**config.mk**
```make
export PLATFORM = sky130hd
export DESIGN_NAME = uart_rx_param
export DESIGN_NICKNAME = d
export VERILOG_FILES = /design/src/rtl/uart_rx_param.sv
export SDC_FILE = /design/constraint.sdc
export NUM_CORES = 1
export LEC_CHECK = 0
export ABC_AREA = 1
export CAP_MARGIN = 20
export CORE_ASPECT_RATIO = 0.7
export CORE_MARGIN = 4
export CORE_UTILIZATION = 40
export DETAILED_ROUTE_END_ITERATION = 6
export GPL_ROUTABILITY_DRIVEN = 0
export PLACE_DENSITY_LB_ADDON = 0.1
export REMOVE_ABC_BUFFERS = 1
export SLEW_MARGIN = 5
export SYNTH_ARGS = -nofsm -noshare
export SYNTH_HDL_FRONTEND = slang
export SYNTH_SLANG_ARGS = --single-unit
```
**constraint.sdc**
```tcl
create_clock -name i_clk -period 1.88 [get_ports i_clk]
set_input_delay 0.188 -clock i_clk [delete_from_list [all_inputs] [get_ports i_clk]]
set_output_delay 0.188 -clock i_clk [all_outputs]
set_load 0.01 [all_outputs]
```
**src/rtl/uart_rx_param.sv**
```systemverilog
`timescale 1ns/1ps
// uart_rx_param
// Parametrised UART receiver: configurable data width, parity mode, stop-bit
// count and baud divisor. Reports parity, framing, break and overrun errors, and
// offers a level-valid/acknowledge handshake toward the consumer.
//
// Ports:
//   i_clk        system clock, rising edge
//   i_rst        asynchronous active-high reset
//   i_uart       serial line (idle high, asynchronous to i_clk)
//   i_read_ack   one-cycle consumer acknowledge; clears o_read_flag/o_overrun
//   o_bin        received data word (LSB first on the line)
//   o_read_flag  new frame available, held until acknowledged
//   o_parity_err parity mismatch for the frame in o_bin
//   o_frame_err  a stop bit was sampled low for the frame in o_bin
//   o_break      frame was a break (data, parity and first stop all low)
//   o_overrun    sticky: a frame completed while o_read_flag was still high
module uart_rx_param #(
  parameter int CLK_FREQ    = 25000000,
  parameter int BAUD_RATE   = 115200,
  parameter int DATA_BITS   = 8,
  parameter int PARITY_MODE = 0,
  parameter int STOP_BITS   = 1
) (
  input  logic                 i_clk,
  input  logic                 i_rst,
  input  logic                 i_uart,
  input  logic                 i_read_ack,
  output logic [DATA_BITS-1:0] o_bin,
  output logic                 o_read_flag,
  output logic                 o_parity_err,
  output logic                 o_frame_err,
  output logic                 o_break,
  output logic                 o_overrun
);

  localparam int CLKS_PER_BIT = CLK_FREQ / BAUD_RATE;
  localparam int HALF_BIT     = CLKS_PER_BIT / 2;
  localparam int CNT_W        = $clog2(CLKS_PER_BIT);
  localparam int BIT_W        = $clog2(DATA_BITS + 1);

  localparam logic [CNT_W-1:0] CNT_HALF  = CNT_W'(HALF_BIT - 1);
  localparam logic [CNT_W-1:0] CNT_FULL  = CNT_W'(CLKS_PER_BIT - 1);
  localparam logic [BIT_W-1:0] LAST_DATA = BIT_W'(DATA_BITS - 1);
  localparam logic [BIT_W-1:0] LAST_STOP = BIT_W'(STOP_BITS - 1);

  typedef enum logic [2:0] {
    S_IDLE,
    S_START,
    S_DATA,
    S_PARITY,
    S_STOP,
    S_BREAK_WAIT
  } state_t;

  logic [1:0]           sync_q;
  logic                 rx_s;
  state_t               state_q, state_n;
  logic [CNT_W-1:0]     clk_cnt_q, clk_cnt_n;
  logic [BIT_W-1:0]     bit_idx_q, bit_idx_n;
  logic [DATA_BITS-1:0] shift_q, shift_n;
  logic                 par_acc_q, par_acc_n;
  logic                 zero_q, zero_n;
  logic                 ferr_q, ferr_n;
  logic                 commit;
  logic                 tick_full;
  logic                 par_err;

  assign rx_s = sync_q[1];

  always_ff @(posedge i_clk or posedge i_rst) begin
    if (i_rst) sync_q <= '1;
    else       sync_q <= {sync_q[0], i_uart};
  end

  always_ff @(posedge i_clk or posedge i_rst) begin
    if (i_rst) begin
      state_q   <= S_IDLE;
      clk_cnt_q <= '0;
      bit_idx_q <= '0;
      shift_q   <= '0;
      par_acc_q <= 1'b0;
      zero_q    <= 1'b0;
      ferr_q    <= 1'b0;
    end else begin
      state_q   <= state_n;
      clk_cnt_q <= clk_cnt_n;
      bit_idx_q <= bit_idx_n;
      shift_q   <= shift_n;
      par_acc_q <= par_acc_n;
      zero_q    <= zero_n;
      ferr_q    <= ferr_n;
    end
  end

  assign tick_full = (clk_cnt_q == CNT_FULL);

  always_comb begin
    state_n   = state_q;
    clk_cnt_n = clk_cnt_q;
    bit_idx_n = bit_idx_q;
    shift_n   = shift_q;
    par_acc_n = par_acc_q;
    zero_n    = zero_q;
    ferr_n    = ferr_q;
    commit    = 1'b0;
    case (state_q)
      S_IDLE: begin
        clk_cnt_n = '0;
        if (!rx_s) state_n = S_START;
      end
      S_START: begin
        if (clk_cnt_q == CNT_HALF) begin
          clk_cnt_n = '0;
          bit_idx_n = '0;
          par_acc_n = 1'b0;
          zero_n    = 1'b1;
          ferr_n    = 1'b0;
          state_n   = rx_s ? S_IDLE : S_DATA;
        end else begin
          clk_cnt_n = clk_cnt_q + 1'b1;
        end
      end
      S_DATA: begin
        if (tick_full) begin
          clk_cnt_n = '0;
          // Shifting in from the top leaves the first (LSB) bit at index 0
          // after DATA_BITS samples, same as writing shift[bit_idx].
          shift_n   = {rx_s, shift_q[DATA_BITS-1:1]};
          par_acc_n = par_acc_q ^ rx_s;
          zero_n    = zero_q & ~rx_s;
          if (bit_idx_q == LAST_DATA) begin
            bit_idx_n = '0;
            state_n   = (PARITY_MODE != 0) ? S_PARITY : S_STOP;
          end else begin
            bit_idx_n = bit_idx_q + 1'b1;
          end
        end else begin
          clk_cnt_n = clk_cnt_q + 1'b1;
        end
      end
      S_PARITY: begin
        if (tick_full) begin
          clk_cnt_n = '0;
          par_acc_n = par_acc_q ^ rx_s;
          zero_n    = zero_q & ~rx_s;
          state_n   = S_STOP;
        end else begin
          clk_cnt_n = clk_cnt_q + 1'b1;
        end
      end
      S_STOP: begin
        if (tick_full) begin
          clk_cnt_n = '0;
          ferr_n    = ferr_q | ~rx_s;
          // Only the first stop bit takes part in break detection.
          if (bit_idx_q == '0) zero_n = zero_q & ~rx_s;
          if (bit_idx_q == LAST_STOP) begin
            commit    = 1'b1;
            bit_idx_n = '0;
            state_n   = zero_n ? S_BREAK_WAIT : S_IDLE;
          end else begin
            bit_idx_n = bit_idx_q + 1'b1;
          end
        end else begin
          clk_cnt_n = clk_cnt_q + 1'b1;
        end
      end
      S_BREAK_WAIT: begin
        clk_cnt_n = '0;
        if (rx_s) state_n = S_IDLE;
      end
      default: state_n = S_IDLE;
    endcase
  end

  always_comb begin
    par_err = 1'b0;
    if (PARITY_MODE == 1)      par_err = ~par_acc_q;
    else if (PARITY_MODE == 2) par_err = par_acc_q;
  end

  // A commit in the same cycle as an acknowledge keeps the flag set and
  // clears overrun; overrun only rises when an unacknowledged frame is lost.
  always_ff @(posedge i_clk or posedge i_rst) begin
    if (i_rst) begin
      o_bin        <= '0;
      o_read_flag  <= 1'b0;
      o_parity_err <= 1'b0;
      o_frame_err  <= 1'b0;
      o_break      <= 1'b0;
      o_overrun    <= 1'b0;
    end else if (commit) begin
      o_bin        <= shift_q;
      o_parity_err <= par_err;
      o_frame_err  <= ferr_n;
      o_break      <= zero_n;
      o_read_flag  <= 1'b1;
      if (o_read_flag && !i_read_ack) o_overrun <= 1'b1;
      else if (i_read_ack)            o_overrun <= 1'b0;
    end else if (i_read_ack) begin
      o_read_flag <= 1'b0;
      o_overrun   <= 1'b0;
    end
  end

endmodule
```
Word level (Yosys, flattened, before mapping). Cells that the tools add are included.

Bitwise operators: 3. Reduce and logical (&&, ||, !) cells: 13. $add $sub $neg: 2. Multiplexer cells: 38. Equality and inequality tests: 16.

Operators by type and width (number): 3-bit 2-to-1 mux (9); 8-bit case mux with 3 select lines (1); 4-bit 2-to-1 mux (5); 3-bit case mux with 6 select lines (1); 1-bit 2-to-1 mux (16); 8-bit 2-to-1 mux (2); 2-bit != test (second input constant) (8); 4-bit case mux with 3 select lines (1); 8-bit by 1-bit adder with 8-bit output (second input constant) (1); 8-bit by 7-bit == test with 1-bit output (second input constant) (1); 8-bit == test (second input constant) (1); 8-bit AND reduction (1); 3-bit by 2-bit == test with 1-bit output (second input constant) (2); 3-bit == test (second input constant) (2); 3-bit nonzero test (2); 4-bit by 1-bit adder with 4-bit output (second input constant) (1); 4-bit by 3-bit == test with 1-bit output (second input constant) (1); 4-bit logical NOT (1); 4-bit AND reduction (1); 2-bit OR reduction (2); 3-bit by 1-bit == test with 1-bit output (second input constant) (1); 3-bit logical NOT (1); 1-bit case mux with 3 select lines (1); 3-bit OR reduction (1); other kinds (9) (9).

Flip-flop bits (word level): 39. Word-level logic and storage cells: 84. Input bits: 4. Output and inout port bits: 13.

Logic depth before layout (Yosys ltp). Gate-level depths: netlist of the first run.

Depth in word-level cells: 9. Gate-level depth with buffers: 11. Mapped depth without buffers: 11.

Worst setup path after synthesis of the first run. Ideal clock, no wire load.

Path type: register -> register. Start point: register clk_cnt_q[0]. End point: register o_break. Stages on the path, launching flop included: 11. Period minus slack after synthesis: 1.517 ns. Arrival time: 1.401 ns. Setup time: 0.116 ns. Path slack: 0.363 ns. Path buffers: 1. Cells stage by stage: dfrtp_1 inv_1 ha_1 nand2_1 nor2_1 nand2_1 nor3_4 inv_2 buf_6 nand2_1 nand2_1.

Cells in the longest elaborated chain, start to end: 3.

Ends and longest elaborated chain: start: declaration (line 59) `logic [CNT_W-1:0] clk_cnt_q, clk_cnt_n;`; start signal: assignment (line 87) `clk_cnt_q <= clk_cnt_n;`; 8-bit == test / 8-bit by 7-bit == test with 1-bit output (equally long branches) (line 96, 113); 1-bit 2-to-1 mux (on tied branches); 1-bit case mux with 3 select lines / 1-bit 2-to-1 mux (equally long branches) (line 107) `case (state_q)`; end signal: assignment (line 197) `o_break <= zero_n;`; end: declaration (line 33) `output logic o_break,`.

Several ways; a longest one is shown, not always the timed one. A chain may end at the register's enable or synchronous reset.

Final worst setup path of the first run.
Start point: register clk_cnt_q[0]. End point: register o_bin[6].

Cells in the longest elaborated chain, start to end: 3.

Ends and longest elaborated chain: 8-bit == test (line 96) `assign tick_full = (clk_cnt_q == CNT_FULL);`; 1-bit 2-to-1 mux (line 153) `if (tick_full) begin`; 1-bit 2-to-1 mux (line 107); end signal: assignment (line 194) `o_bin <= shift_q;`; end: declaration (line 29) `output logic [DATA_BITS-1:0] o_bin,`.

Every way passes these cells.

==> results of run 1 <==
## where the power goes
part           internal [mW]  switching (mW)  total, mW  leakage [nW]
sequential             0.842         0.00239      0.845         0.523
clock                  0.259           0.299      0.558        0.0412
combinational         0.0115          0.0212     0.0327         0.574
## per-layer routing
layer	track usage [%]	wire length [um]	vias up
met5	0	0	-
met4	6.296	57	0
met3	3.950	154	6
met2	19.73	1447	22
met1	21.74	2202	688
li1	-	-	824
## cell type report
| cell class | count | area (um2) | area share (%) |
|---|---|---|---|
| Sequential cell | 39 | 978.4 | 42.48 |
| Multi-Input combinational cell | 175 | 837.1 | 36.34 |
| Clock inverter | 2 | 12.51 | 0.5432 |
| Timing Repair Buffer | 17 | 177.7 | 7.713 |
| Clock buffer | 6 | 72.57 | 3.150 |
| Inverter | 37 | 138.9 | 6.029 |
| Tap cell | 69 | 86.33 | 3.748 |
## cell usage in the layout, fill, tap and decap left out, types with 2 or more instances in the layout
master and count:
nand2_1 88, dfrtp_1 37, inv_1 36, nor2_1 22, o21ai_0 20, clkdlybuf4s50_1 15, nand3_1 12, o21ai_2 6
clkbuf_8 5, ha_1 4, o21ai_1 3, xor2_1 3, a21oi_1 3, nor2_2 2, nand2_2 2, nor3_1 2
dfstp_2 2
## worst paths after layout
kind                               from           end  slack, ps  depth (start not counted)
max in group asynchronous         i_rst     sync_q[1]       1380                          3
hold reg to reg               sync_q[0]     sync_q[1]        360                          0
setup reg to reg           clk_cnt_q[0]      o_bin[6]        230                          9
setup / recovery           clk_cnt_q[0]      o_bin[6]        230                          9
hold / removal                    i_rst  bit_idx_q[3]        230                          3
min in group i_clk               i_uart     sync_q[0]        290                          1
## flip-flops by register name, indices dropped and copies added (netlist names)
name	cells
bit_idx_q	4
clk_cnt_q	8
ferr_q	1
o_bin	8
o_break	1
o_frame_err	1
o_overrun	1
o_read_flag	1
shift_q	8
state_q	3
sync_q	2
zero_q	1
## logic make-up (layout without fill, tap and decap cells)
group                    after synthesis  in the layout  share of synthesized area (%)
AO/OA/AOI/OAI                         34             34                          9.994
adder cells (fa/ha/maj)                4              4                          2.530
flip-flops                            39             39                          49.46
buffers and inverters                 40             62                          8.222
XOR/XNOR                               3              3                          1.329
other                                  1              1                         0.1896
AND/OR/NAND/NOR                      133            133                          28.27
## worst min-delay path, cell delays in order
cell and delay, ps:
clkdlybuf4s50_1 390, inv_1 90, buf_12 230
## metrics by stage
stage | power, mW | std cells | worst slack [ps] | area, um2
finish | 1.435 | 345 | 233.5 | 2303
global route | 1.494 | 345 | 14.61 | 2303
CTS | 1.461 | 345 | 238.8 | 2303
detailed placement | 0.8949 | 337 | 261.3 | 2218
global placement | 0.8952 | 337 | 296.2 | 2218
floorplan | 0.8770 | 251 | 392.3 | 1954
==> results.ini, run 1 <==
[worst_setup_path]
crit_path_top_delay_cell=dfrtp_1
path_common_cell=nand2_1
critPathArrivalTime_ps=1810
required_ps=2040
critPathKind=reg -> reg
path_cells=inv_1 -> ha_1 -> nand2_1 -> nor2_1 -> nand2_1 -> nor3_4 -> inv_2 -> nand2_1 -> o21ai_0
crit_buf_inv=2
cp-start-kind=flop
end_kind=flop
crit_family=simple AND/OR/NAND/NOR gates
crit_fanout=18
worst_path_largest_cell_delay_ps=400

[synth]
yosysWarnings=0
ys_async_sr_fraction_pct=100.0
synth_cell_types=27
yosysTopAreaCell=dfrtp_1
synth_edf_count=0
post_synth.cell_area_avg_um2=7.788
ys_seq_elements=39
synthTopCellsByArea=dfrtp_1, nand2_1, inv_1
synth_top_area_share_pct=46.81
ys.flop_type=dfrtp_1
synth_seq_area_share_pct=49.46
synth_cells=254
synthMostInstantiatedCell=nand2_1
synthesis.area_um2=1978
synthTopCellsByCount=nand2_1, dfrtp_1, inv_1

[sta]
hold_violations=0
setup_tns_ps=0
grt_setup_unrepaired=no
finalMaxSlewViolations=0
finalCriticalPeriod_ps=1646
finClkSkew_ps=7.828
finalCritPeriodShare_pct=87.58
max_freq_ghz=0.6074
setup-violations-final=0
holdWs_ps=234.4

[clocking]
cts_max_level=2
post_cts_buffers=0
clock_path_buffers=2
insertion_delay_ps=290
hold_buffers=0
cts-buffers-inserted=5
cts.sinks=39
clk_pin_slew_ps=80
clock_tree.root_cell=clkbuf_8
cts_tree=built
cts-resized-gates=0

[floorplan]
row_count=21
coreArea_um2=4782
die_w_um=92.05
ioPinCount=17
initial_utilization_pct=41.37
dieArea_um2=6152
die_height_um=66.84

[place]
io_buffers=15
hpwl_mm=2.793

[power]
peakVddDrop_v=0.0003381
powerDensity_nw_per_um2=623.0
leakage_nw=1.138

[grt]
grt_pass1_wl_mm=7.003
grt_overflow=0
antenna_found_initial=0
grt_max_degree=40
track_usage_pct=14.66
grt_pass1_vias=1533

[drt]
first_pass_iters=4
detail-route-antenna-nets=0
vias=1540
drc=0
wire_per_inst_um=11.19
routed_wl_mm=3.861
drt_iter0_drc=53
viasPerCell=4.464

[min_path]
worstHoldPathType=in -> async

[flow_run]
maxCapViolations=0

[cells_and_area]
n_antenna_cell=0
drive_above_1_share_pct=9.058
fillCellCount=487
area_delta_synth_final_pct=16.45
nets=283
post-route-util_pct=48.17

[outcome]
outcome=completed

Power figures use the tool's default switching activity.
==> inputs of run 2 (changes only) <==
- HOLD_SLACK_MARGIN: default -> 0.15
==> results of run 2 <==
Same layout as run 1: the final DEF is identical, and so are final timing and power.
